<file path="src/rtl/ej5.sv">
// ej5: single-digit BCD multiplier with one cycle of latency and a non-BCD operand flag.
// Optional macro EJ5_BIN_OUT_EN adds the registered binary product port bin_out.
module ej5 (
  input  logic       clk,
  input  logic       rst_n,
  input  logic       in_valid,
  input  logic [3:0] x,
  input  logic [3:0] y,
  output logic [7:0] out,
  output logic       error,
  output logic       out_valid
`ifdef EJ5_BIN_OUT_EN
  ,output logic [6:0] bin_out
`endif
);
  logic        bad;
  logic [6:0]  p;
  logic [14:0] dd;
  logic [7:0]  out_d, out_q;
  logic        error_d, error_q;
  logic        out_valid_d, out_valid_q;
  always_comb begin
    bad = (x > 4'd9) || (y > 4'd9);
    p = {3'b0, x} * {3'b0, y};
    dd = {8'd0, p};
    // double-dabble: seven shifts move p into two BCD nibbles at dd[14:7]
    for (int i = 0; i < 7; i++) begin
      dd[10:7] = (dd[10:7] >= 4'd5) ? dd[10:7] + 4'd3 : dd[10:7];
      dd[14:11] = (dd[14:11] >= 4'd5) ? dd[14:11] + 4'd3 : dd[14:11];
      dd = dd << 1;
    end
    out_d = in_valid ? (bad ? 8'h00 : dd[14:7]) : out_q;
    error_d = in_valid ? bad : error_q;
    out_valid_d = in_valid;
  end
  always_ff @(posedge clk)
    if (!rst_n) begin
      out_q <= 8'h00;
      error_q <= 1'b0;
      out_valid_q <= 1'b0;
    end else begin
      out_q <= out_d;
      error_q <= error_d;
      out_valid_q <= out_valid_d;
    end
  assign out = out_q;
  assign error = error_q;
  assign out_valid = out_valid_q;
`ifdef EJ5_BIN_OUT_EN
  logic [6:0] bin_d, bin_q;
  always_comb bin_d = in_valid ? (bad ? 7'd0 : p) : bin_q;
  always_ff @(posedge clk)
    if (!rst_n) bin_q <= 7'd0;
    else bin_q <= bin_d;
  assign bin_out = bin_q;
`endif
endmodule

</file>
<file path="config.mk">
export PLATFORM = sky130hd
export DESIGN_NAME = ej5
export DESIGN_NICKNAME = d
export VERILOG_FILES = /design/src/rtl/ej5.sv
export SDC_FILE = /design/constraint.sdc
export NUM_CORES = 1
export LEC_CHECK = 0
export CAP_MARGIN = 20
export CORE_MARGIN = 5
export CORE_UTILIZATION = 55
export DETAILED_ROUTE_END_ITERATION = 16
export PLACE_DENSITY = 0.81
export SLEW_MARGIN = 20
export SYNTH_ARGS = -nofsm -noshare
export SYNTH_HDL_FRONTEND = slang
export SYNTH_SLANG_ARGS = --single-unit
</file>
<file path="constraint.sdc">
create_clock -name clk -period 18.6 [get_ports clk]
set_input_delay 1.86 -clock clk [delete_from_list [all_inputs] [get_ports clk]]
set_output_delay 1.86 -clock clk [all_outputs]
set_load 0.01 [all_outputs]
</file>
==> results of run 1 <==
## worst paths after layout
path	from	endpoint	slack, ps	depth (start not counted)
worst min-delay path	out[1]	out[1]	470	2
worst min register to register	out[1]	out[1]	470	2
worst max-delay path	y[3]	out[4]	10110	31
worst max register to register	out[6]	out[6]	17940	2
## routing by layer
metal,GRT usage [%],wire [microns]
met3,2.83,75
met4,5.38,40
met2,32.9,1470
met1,21.5,1230
met5,0,0
## sequential cells by signal (all words and copies together), names as in the netlist
name / flops
out_valid: 1
out: 8
error: 1
## per-stage QoR
stage | hold WS [ps] | instance area (sq um)
final | 469 | 1610
after global routing | 507 | 1610
after CTS | 474 | 1610
after detailed placement | 449 | 1580
after global placement | 437 | 1580
after floorplan | 470 | 1350
## cells by family (layout without fill, tap and decap cells)
group / Yosys count / in the layout / synth area share (%)
xor gates and xnor gates: 10 / 10 / 8.13
buffers and inverters: 16 / 37 / 4.44
DFF: 10 / 10 / 14.8
muxes: 8 / 8 / 6.19
AOI/OAI and AO/OA: 32 / 32 / 19.3
and+or+nand+nor: 55 / 55 / 21.8
adders and majority gates: 25 / 25 / 25.3
## power by group
part / leakage [nW] / internal (mW) / switching, mW
Sequential: 0.0816 / 0.0259 / 0.00262
Clock: 0.0138 / 0.00743 / 0.00655
Combinational: 0.641 / 0.0963 / 0.109
Total: 0.737 / 0.130 / 0.118
## cells in the mapped netlist (all sizes together), types with 2 or more instances
library cell	count
o21bai	2
xor2	3
a21oi	7
fa	4
ha	21
nor3b	3
inv	14
clkbuf	2
o211a	2
o21ai	9
nand2	15
dfxtp	10
nand2b	4
and2	13
mux2i	8
nand3	4
nor2	5
nor2b	5
xnor2	7
## critical path: cells and delay by family
family	cells	cell delay [ps]
mux	1	60
xor+xnor	3	860
fa+ha+maj	8	2530
compound gates	6	1270
buf+inv	6	960
simple gates	7	1100
## layout make-up
class                      count  share of cell area, %
multi-input combinational    130                   68.1
inverter                      14                   3.27
timing repair buffer          20                   12.5
clock buffer                   3                   1.40
sequential                    10                   12.5
tap                           30                   2.34
==> impl_metrics.json, run 1 <==
{
  "status": "finished clean",
  "required_ps": 18750,
  "ys_dominant_reg_cell": "dfxtp_1",
  "final_cell_mix": "ha_1, clkdlybuf4s50_1, nand2_1",
  "ant_nets": 0,
  "fmax_mhz": 118,
  "cts_buffer_depth": 2,
  "hold_buffers": 0,
  "coreArea_sq_um": 2410,
  "layout_commonest_cell": "ha_1",
  "hpwlAfterDp_microns": 2370,
  "finalClockSkew_ps": 0,
  "slowest_delay_ps": 540,
  "die_area_sq_um": 3550,
  "synth_seq_area_share_pct": 14.8,
  "crit_top_cell": "ha_1",
  "min_path_type": "reg2reg",
  "htree_levels": 1,
  "fin_util_pct": 66.7,
  "setup_ws_ps": 10110,
  "die_x_microns": 59.6,
  "synth_edf_count": 0,
  "grt_max_degree": 11,
  "num_antenna_cells": 0,
  "vdd_drop_max_mv": 0.128,
  "final-seq-area_sq_um": 200,
  "total_power_mw": 0.248,
  "first_iter_violations": 30,
  "io_pins": 21,
  "multi_input_area_sq_um": 1090,
  "finalSetupViolations": 0,
  "start_util_pct": 56.2,
  "post_cts_buffers": 0,
  "syn-num-nets": 192,
  "power_leakage_nw": 0.737,
  "stdcell_count": 207,
  "wl_per_cell_microns": 13.6,
  "synth_area_leaders": "ha_1, dfxtp_1, and2_1",
  "synthCells": 156,
  "dp_slack_ps": 9890,
  "dieHeight_microns": 59.6,
  "critPathArrivalTime_ps": 8640,
  "fillers": 200,
  "end_kind": "flip-flop",
  "grt_pass1_wl_microns": 5060,
  "slew_headroom_pct": 72.7,
  "viasPerCell": 5.62,
  "vias": 1163,
  "fin_tns_setup_ps": 0,
  "drive_above_1_share_pct": 9.04,
  "firstDrtPassIters": 2,
  "crit_type": "in2reg",
  "grt_overflow": 0,
  "grt_usage_pct": 18.1,
  "synth_top_area_share_pct": 19.4,
  "crit_fanout": 9,
  "power.density_nw_per_um2": 154,
  "drc": 0,
  "finalCritPeriodShare_pct": 45.7,
  "numClockSinks": 10,
  "dpl.cell_count": 204,
  "synth_cell_types": 44,
  "synth_area_sq_um": 1350,
  "routabilityCongestion": 0.795,
  "grt_pass1_vias": 1235,
  "synth_warnings": 0,
  "clkLatencyLatePin_ps": 260,
  "cts_buffers": 3,
  "cp-start-kind": "input pin",
  "cts_resized": 0,
  "yosys.area.top_type": "ha_1",
  "wl_microns": 2810,
  "path_clk_slew_ps": 60,
  "cts_tree": "yes",
  "cts_root_buf": "clkbuf_4",
  "period_minus_slack_ps": 8490,
  "ys_ff_latch": 10,
  "avgSynthCellArea_sq_um": 8.68,
  "syn_to_final_growth_pct": 18.7,
  "port_buffers": 20,
  "drv_slew": 0,
  "nets": 215,
  "rsz0062_at_grt": "no",
  "maxCapViolCount": 0,
  "num_rows": 18,
  "timing.final.hold_violations": 0,
  "antenna_found_initial": 0,
  "async_flop_share_pct": 0,
  "tightest_slew_ps": 398,
  "cp_slowest_cell": "fa_1"
}
Power figures use the tool's default switching activity.
==> inputs of run 2 (changes only) <==
--- a/config.mk
+++ b/config.mk
@@ -7,9 +7,9 @@
 export LEC_CHECK = 0
 export CAP_MARGIN = 20
 export CORE_MARGIN = 5
-export CORE_UTILIZATION = 55
+export CORE_UTILIZATION = 49
 export DETAILED_ROUTE_END_ITERATION = 16
-export PLACE_DENSITY = 0.81
+export PLACE_DENSITY = 0.77
 export SLEW_MARGIN = 20
 export SYNTH_ARGS = -nofsm -noshare
 export SYNTH_HDL_FRONTEND = slang
==> constraint.sdc (replaced) <==
create_clock -name clk -period 7.55 [get_ports clk]
set_input_delay 0.755 -clock clk [delete_from_list [all_inputs] [get_ports clk]]
set_output_delay 0.755 -clock clk [all_outputs]
set_load 0.01 [all_outputs]
==> impl_metrics.json, run 2 (same netlist as run 1, synthesis figures left out) <==
{
  "cp_slowest_cell": "fa_1",
  "first_iter_violations": 18,
  "critPathTopFamily": "adder cells",
  "place_area_sq_um": 1600,
  "cts_resized": 0,
  "htree_levels": 1,
  "viasPerCell": 5.31,
  "timing.final.hold_violations": 0,
  "clock_power_share_pct": 5.5,
  "final_cell_mix": "ha_1, clkdlybuf4s50_1, nand2_1",
  "antenna_found_initial": 0,
  "slew_headroom_pct": 74.9,
  "cts_buffer_depth": 2,
  "cp-start-kind": "input pin",
  "fin_tns_setup_ps": 0,
  "grt_usage_pct": 14.3,
  "num_antenna_cells": 0,
  "path_buf_inv": 6,
  "vias": 1115,
  "nets": 217,
  "maxCapViolCount": 0,
  "netSwitchingFraction_pct": 47.2,
  "cts_buffers": 3,
  "hold_path_depth": 2,
  "fillers": 249,
  "fin_util_pct": 60.9,
  "seq_power_share_pct": 11.1,
  "wl_per_cell_microns": 13.1,
  "status": "finished clean",
  "largest_reg_flops": 8,
  "tightest_slew_ps": 366,
  "cts_root_buf": "clkbuf_4",
  "finalClockSkew_ps": 0,
  "comb_power_share_pct": 83.4,
  "io_pins": 21,
  "path_clk_slew_ps": 60,
  "die_area_sq_um": 3910,
  "coreArea_sq_um": 2710,
  "fmax_mhz": 142,
  "grt_pass1_wl_microns": 4850,
  "clkLatencyLatePin_ps": 250,
  "firstDrtPassIters": 4,
  "power_leakage_nw": 0.756,
  "dieHeight_microns": 62.6,
  "drive_above_1_share_pct": 11.7,
  "slowest_delay_ps": 540,
  "final_area_sq_um": 1650,
  "crit_type": "in2reg",
  "critPathArrivalTime_ps": 7210,
  "grt_pass1_vias": 1273,
  "vdd_drop_max_mv": 0.385,
  "numClockSinks": 10,
  "grt_overflow": 0,
  "start_util_pct": 50.0,
  "p_switching_mw": 0.295,
  "num_rows": 19,
  "syn_to_final_growth_pct": 22.0,
  "end_kind": "flip-flop",
  "crit_top_cell": "ha_1",
  "drv_slew": 0,
  "min_path_type": "reg2reg",
  "ff2ff_path_depth": 2,
  "period_minus_slack_ps": 7060,
  "finalSetupViolations": 0,
  "intPower_mw": 0.330,
  "power.density_nw_per_um2": 379,
  "wl_microns": 2750,
  "crit_fanout": 5,
  "cts_tree": "yes",
  "critical_path_cell_count": 31,
  "rsz0062_at_grt": "no",
  "hpwlAfterDp_microns": 2360,
  "routabilityCongestion": 0.822,
  "layout_commonest_cell": "ha_1",
  "finalCritPeriodShare_pct": 93.5,
  "hold_buffers": 0,
  "required_ps": 7700,
  "port_buffers": 20,
  "die_x_microns": 62.6,
  "grt_max_degree": 10,
  "post_cts_buffers": 0,
  "ant_nets": 0,
  "drc": 0
}
run 2: cell count changes in the layout (fill, tap and decap cells not counted):
cell / previous run / this run
a2111oi_1: 0 / 1
and2_2: 0 / 1
xnor2_1: 6 / 5
a2111oi_0: 1 / 0
xor2_1: 1 / 0
xor2_4: 0 / 1
xnor2_2: 1 / 2
buf_4: 0 / 2
and2_1: 13 / 12
run 2: layout make-up:
cell class / instances / area (sq um) / area share [%]
clock buffer: 3 / 22.5 / 1.36
inverter: 14 / 52.6 / 3.18
multi-input combinational: 130 / 1120 / 68.0
sequential: 10 / 200 / 12.1
tap: 31 / 38.8 / 2.35
timing repair buffer: 22 / 215 / 13.0
run 2: path summary, 6_finish.rpt:
check,startpoint,to,slack [ps]
worst max-delay path,y[3],out[2],490
worst min-delay path,out[5],out[5],460
worst max register to register,out[6],out[6],6890
worst min register to register,out[5],out[5],460
run 2: through the flow:
step,setup slack [ps],power (mW),std cells,hold WS [ps]
floorplan,1030,0.469,156,470
global placement,253,0.553,207,436
detailed placement,60.8,0.576,207,442
CTS,310,0.617,210,461
global route,7.49,0.683,210,508
finish,492,0.625,210,459
run 2: layer usage:
metal | routed length [microns] | vias to the layer above | GRT usage [%]
li1 | - | 589 | -
met1 | 1180 | 507 | 15.2
met2 | 1480 | 17 | 28.0
met3 | 72 | 2 | 1.80
met4 | 12 | 0 | 5.57
met5 | 0 | - | 0
run 2: worst register-to-register path, cell delays in order (launching register included):
cell and delay [ps]:
dfxtp_1 310, a22oi_1 170, nor2b_1 60
run 2: power groups by stage:
| stage | clock network (mW) | registers [mW] | logic [mW] |
|---|---|---|---|
| 6_report | 0.0345 | 0.0692 | 0.522 |
| 2_1_floorplan | 0 | 0.0752 | 0.394 |
| 4_1_cts | 0.0359 | 0.0693 | 0.512 |
| 3_3_place_gp | 0 | 0.0698 | 0.483 |
| 5_1_grt | 0.0398 | 0.0709 | 0.573 |
| 3_5_place_dp | 0 | 0.0702 | 0.506 |
